`src/rtl/pipelined_logic_unit.sv`:
```
// rtl/pipelined_logic_unit.sv - two-stage pipelined bitwise logic unit with accumulator chaining
//
// Purpose: applies one of eight bitwise operations to (A, B). Operand A can
// come from the accumulator, which holds the result of the previous beat.
// The unit has a valid/ready handshake on both sides and two register stages.
//
// Ports:
//   clk, rst                 clock; asynchronous active-high reset
//   in_valid/in_ready        input beat handshake
//   in_a, in_b, in_op        operands and opcode (000 AND .. 111 PASS A)
//   in_acc                   use the accumulator as operand A
//   out_valid/out_ready      output beat handshake
//   out_result               result of the operation
//   out_zero, out_parity     result is all zeros; XOR reduction of the result
//   op_count                 results delivered, modulo 2^CNT_W
module pipelined_logic_unit #(
  parameter int WIDTH = 32,
  parameter int CNT_W = 16
) (
  input  logic             clk,
  input  logic             rst,
  input  logic             in_valid,
  output logic             in_ready,
  input  logic [WIDTH-1:0] in_a,
  input  logic [WIDTH-1:0] in_b,
  input  logic [2:0]       in_op,
  input  logic             in_acc,
  output logic             out_valid,
  input  logic             out_ready,
  output logic [WIDTH-1:0] out_result,
  output logic             out_zero,
  output logic             out_parity,
  output logic [CNT_W-1:0] op_count
);

  localparam logic [2:0] OP_AND  = 3'b000;
  localparam logic [2:0] OP_OR   = 3'b001;
  localparam logic [2:0] OP_XOR  = 3'b010;
  localparam logic [2:0] OP_NOR  = 3'b011;
  localparam logic [2:0] OP_NAND = 3'b100;
  localparam logic [2:0] OP_XNOR = 3'b101;
  localparam logic [2:0] OP_NOTA = 3'b110;
  localparam logic [2:0] OP_PASS = 3'b111;

  // Stage 1: captured operands
  logic             s1_valid;
  logic [WIDTH-1:0] s1_a;
  logic [WIDTH-1:0] s1_b;
  logic [2:0]       s1_op;
  logic             s1_acc;

  // Stage 2: result and flags
  logic             s2_valid;
  logic [WIDTH-1:0] s2_result;
  logic             s2_zero;
  logic             s2_parity;

  logic [WIDTH-1:0] acc;

  logic             adv1;
  logic             adv2;
  logic [WIDTH-1:0] op_a;
  logic [WIDTH-1:0] res;

  // A stage may load when it is empty or its content moves on this cycle.
  assign adv2     = !s2_valid || out_ready;
  assign adv1     = !s1_valid || adv2;
  assign in_ready = adv1;

  // acc always holds the result of the beat just ahead of S1, because every
  // result is written into acc at the same edge it enters S2.
  assign op_a = s1_acc ? acc : s1_a;

  always_comb begin
    res = '0;
    case (s1_op)
      OP_AND:  res = op_a & s1_b;
      OP_OR:   res = op_a | s1_b;
      OP_XOR:  res = op_a ^ s1_b;
      OP_NOR:  res = ~(op_a | s1_b);
      OP_NAND: res = ~(op_a & s1_b);
      OP_XNOR: res = ~(op_a ^ s1_b);
      OP_NOTA: res = ~op_a;
      OP_PASS: res = op_a;
      default: res = '0;
    endcase
  end

  always_ff @(posedge clk or posedge rst) begin
    if (rst) begin
      s1_valid <= 1'b0;
      s1_a     <= '0;
      s1_b     <= '0;
      s1_op    <= '0;
      s1_acc   <= 1'b0;
    end else if (adv1) begin
      s1_valid <= in_valid;
      if (in_valid) begin
        s1_a   <= in_a;
        s1_b   <= in_b;
        s1_op  <= in_op;
        s1_acc <= in_acc;
      end
    end
  end

  always_ff @(posedge clk or posedge rst) begin
    if (rst) begin
      s2_valid  <= 1'b0;
      s2_result <= '0;
      s2_zero   <= 1'b1;
      s2_parity <= 1'b0;
      acc       <= '0;
    end else if (adv2) begin
      s2_valid <= s1_valid;
      if (s1_valid) begin
        s2_result <= res;
        s2_zero   <= (res == '0);
        s2_parity <= ^res;
        acc       <= res;
      end
    end
  end

  always_ff @(posedge clk or posedge rst) begin
    if (rst) begin
      op_count <= '0;
    end else if (s2_valid && out_ready) begin
      op_count <= op_count + 1'b1;
    end
  end

  assign out_valid  = s2_valid;
  assign out_result = s2_result;
  assign out_zero   = s2_zero;
  assign out_parity = s2_parity;

endmodule

```
`config.mk`:
```
export PLATFORM = sky130hd
export DESIGN_NAME = pipelined_logic_unit
export DESIGN_NICKNAME = d
export VERILOG_FILES = /design/src/rtl/pipelined_logic_unit.sv
export SDC_FILE = /design/constraint.sdc
export NUM_CORES = 1
export LEC_CHECK = 0
export BUFFER_PORTS_ARGS = -buffer_cell sky130_fd_sc_hd__buf_2
export CELL_PAD_IN_SITES_DETAIL_PLACEMENT = 1
export CELL_PAD_IN_SITES_GLOBAL_PLACEMENT = 1
export CORE_MARGIN = 3
export CORE_UTILIZATION = 41
export CTS_CLUSTER_DIAMETER = 100
export DETAILED_ROUTE_END_ITERATION = 8
export HOLD_SLACK_MARGIN = 0.08
export PLACE_DENSITY_LB_ADDON = 0.1
export SYNTH_ARGS = -nofsm -noshare
export SYNTH_HDL_FRONTEND = slang
export SYNTH_SLANG_ARGS = --single-unit
```
`constraint.sdc`:
```
create_clock -name clk -period 4.1 [get_ports clk]
set_clock_uncertainty 0.2 [all_clocks]
set_input_delay 0.82 -clock clk [delete_from_list [all_inputs] [get_ports clk]]
set_output_delay 0.82 -clock clk [all_outputs]
set_load 0.02 [all_outputs]
```
==> reports/metrics.yaml <==
floorplan:
  die_h_um: 149
  die_area_um2: 22200
  initial_core_util: 0.424
  die_x_um: 149
  rows: 51
  core_um2: 19800
  ios: 124
cts:
  cts_tree: "done"
  cts.path.max_buffers: 2
  cts-root-buf: "clkbuf_16"
  cts_made_buffers: 17
  path_clk_slew_ps: 70
  post_cts_buffers: 0
  cts.repair.resized: 0
  insertion_delay_ps: 430
  cts_hold_buf: 0
  cts_max_level: 4
  clock-sinks: 120
power_and_ir_drop:
  vdd.ir_drop.worst_v: 0.000381
  power.total_mw: 6.46
  power.leakage_nw: 4.71
  powerDensity_nw_per_um2: 659
timing:
  whs_ps: 269
  worst_slack_ps: 432
  setup_tns_ps: 0
  max_slew_margin: 0.327
  finalWorstPathRequiredPeriod_ps: 3670
  post-route-period-util: 0.895
  tightest_slew_ps: 1010
  hold_viol: 0
  fmax_ghz: 0.273
  grt_setup_unrepaired: "no"
  slew_viol_final: 0
  setup-violations-final: 0
yosys:
  synth_cell_type_count: 50
  syn_avg_cell_area_um2: 9.81
  yosysWarnings: 0
  ys_ff_latch: 120
  netlist.area_leader.share: 0.355
  synth_most_common_cell: "dfrtp_1"
  synth-edff-count: 0
  synth_top_area_cell: "dfrtp_1"
  ys.flop_type: "dfrtp_1"
  ys_seq_area_frac: 0.358
  synthArstFlopShare: 1.00
  synth_commonest_cells: "dfrtp_1, ha_1, inv_1, mux2_2, nand2_1"
  synth_cells: 855
  syn-num-nets: 1008
  synthTopCellsByArea: "dfrtp_1, ha_1, mux2_2, a2bb2oi_1, mux2i_1"
  mappedNetlistArea_um2: 8390
routing:
  vias: 6912
  ant_nets: 0
  drc: 0
  via_per_inst: 5.62
  route.detailed.wl_per_inst_um: 20.0
  dr.first_iter.drc_count: 321
  routed_wl_um: 24500
  firstDrtPassIters: 5
worst_setup_path:
  critical_path_class: "reg -> reg"
  rrSetupSlack_ps: 430
  max_stage_delay_ps: 610
  cp-start-kind: "register"
  worst_path_most_repeated_cell: "xnor2_1"
  arrival_ps: 3740
  path_cells: "buf_4, nand2_1, a21oi_1, a2bb2oi_1, or2_2, ha_1, xor2_1, xnor2_1, xnor2_1, xnor2_1, o21ai_0"
  crit_slowest_cell: "dfrtp_2"
  crit_buf_inv: 1
  required_ps: 4170
  critPathTopFamily: "simple AND/OR/NAND/NOR gates"
  crit_path_end_kind: "register"
  crit_fanout: 52
global_route:
  grt.total_usage: 0.226
  grt_pass1_vias: 7532
  grt_overflow: 0
  antenna_found_initial: 0
  grt_first_pass_wirelength_um: 40000
  grt_max_degree: 121
place:
  dp_slack_ps: 463
  io_buffers: 123
  dp_hpwl_um: 17400
  gp_congestion: 0.833
hold_path:
  hold_path.class: "reg -> reg"
job:
  max_cap_viol_count: 0
cells_and_area:
  area_growth_pct: 16.8
  nNetsFinal: 1105
  antenna_cells: 0
  layout-drive-gt1-share: 0.287
  n_fill_cell: 2250
outcome:
  status: "complete, no violations"
[final timing paths]
| kind | startpoint | endpoint | cells past startpoint |
|---|---|---|---|
| max | s1_op[2]$_DFFE_PP0P_ | out_parity$_DFFE_PP0P_ | 11 |
| min | op_count[15]$_DFFE_PP0P_ | op_count[15]$_DFFE_PP0P_ | 1 |
| max reg2reg | s1_op[2]$_DFFE_PP0P_ | out_parity$_DFFE_PP0P_ | 11 |
| min reg2reg | op_count[15]$_DFFE_PP0P_ | op_count[15]$_DFFE_PP0P_ | 1 |
| max in group asynchronous | rst | s1_op[0]$_DFFE_PP0P_ | 3 |
| min in group asynchronous | rst | s1_a[25]$_DFFE_PP0P_ | 3 |
[power breakdown]
group | total, mW | switching [mW] | internal [mW]
sequential | 1.71 | 0.262 | 1.45
combinational | 3.14 | 1.73 | 1.42
clock | 1.60 | 0.630 | 0.970
[final cells by class]
| cell class | count | area, um2 | share of cell area |
|---|---|---|---|
| timing repair buffer | 140 | 768 | 0.0784 |
| clock buffer | 17 | 425 | 0.0434 |
| clock inverter | 15 | 193 | 0.0197 |
| inverter | 76 | 289 | 0.0295 |
| multi-input combinational | 597 | 4780 | 0.488 |
| tap | 265 | 332 | 0.0339 |
| sequential | 120 | 3010 | 0.307 |
[flip-flops by register name (all words and copies together) (netlist names), 3 cells and up]
register	flops
acc	32
s1_a	32
s1_b	32
op_count	16
s1_op	3
[worst register-to-register path, cell delays in order, from the launching register on]
cell and delay, ps:
dfrtp_2 610, buf_4 550, nand2_1 430, a21oi_1 260
a2bb2oi_1 120, or2_2 290, ha_1 290, xor2_1 170
xnor2_1 220, xnor2_1 170, xnor2_1 130, o21ai_0 90
[stage by stage]
step	util	cells	instance area, um2
3_3_place_gp	0.464	1198	9180
3_5_place_dp	0.464	1198	9180
2_1_floorplan	-	855	8390
5_1_grt	0.495	1230	9790
6_report	0.495	1230	9790
4_1_cts	0.495	1230	9790
[metal layers]
metal  global-route usage  share of wire  vias to the layer above
met3               0.0453          0.043                       28
met4               0.0604          0.015                        0
met2                0.392           0.49                      160
met5                    0              0                        -
li1                     -              -                     3242
met1                0.287           0.45                     3482
[placed cells by master (no fill, tap or decap), types with 17 or more instances in the layout]
cell type	synthesis	final
mux2_2	69	69
a22oi_1	25	25
inv_1	74	73
o21ai_1	22	22
nor2_1	23	23
mux2i_1	31	31
nand2_1	49	47
o22ai_1	17	17
or2_2	20	20
o21ai_0	35	35
buf_2	19	123
a21oi_1	30	30
clkbuf_16	0	17
dfrtp_1	119	116
a2bb2oi_1	40	40
xnor2_1	31	31
nor2b_1	24	24
ha_1	81	81
[logic make-up after synthesis]
family | Yosys count | synth area share
AO/OA/AOI/OAI | 219 | 0.181
AND/OR/NAND/NOR | 158 | 0.0953
buffers and inverters | 138 | 0.0728
flip-flops | 120 | 0.358
multiplexers | 102 | 0.133
adder cells (fa/ha/maj) | 81 | 0.121
XOR/XNOR | 37 | 0.0386
Note: power is estimated with default switching activity, not from simulation.
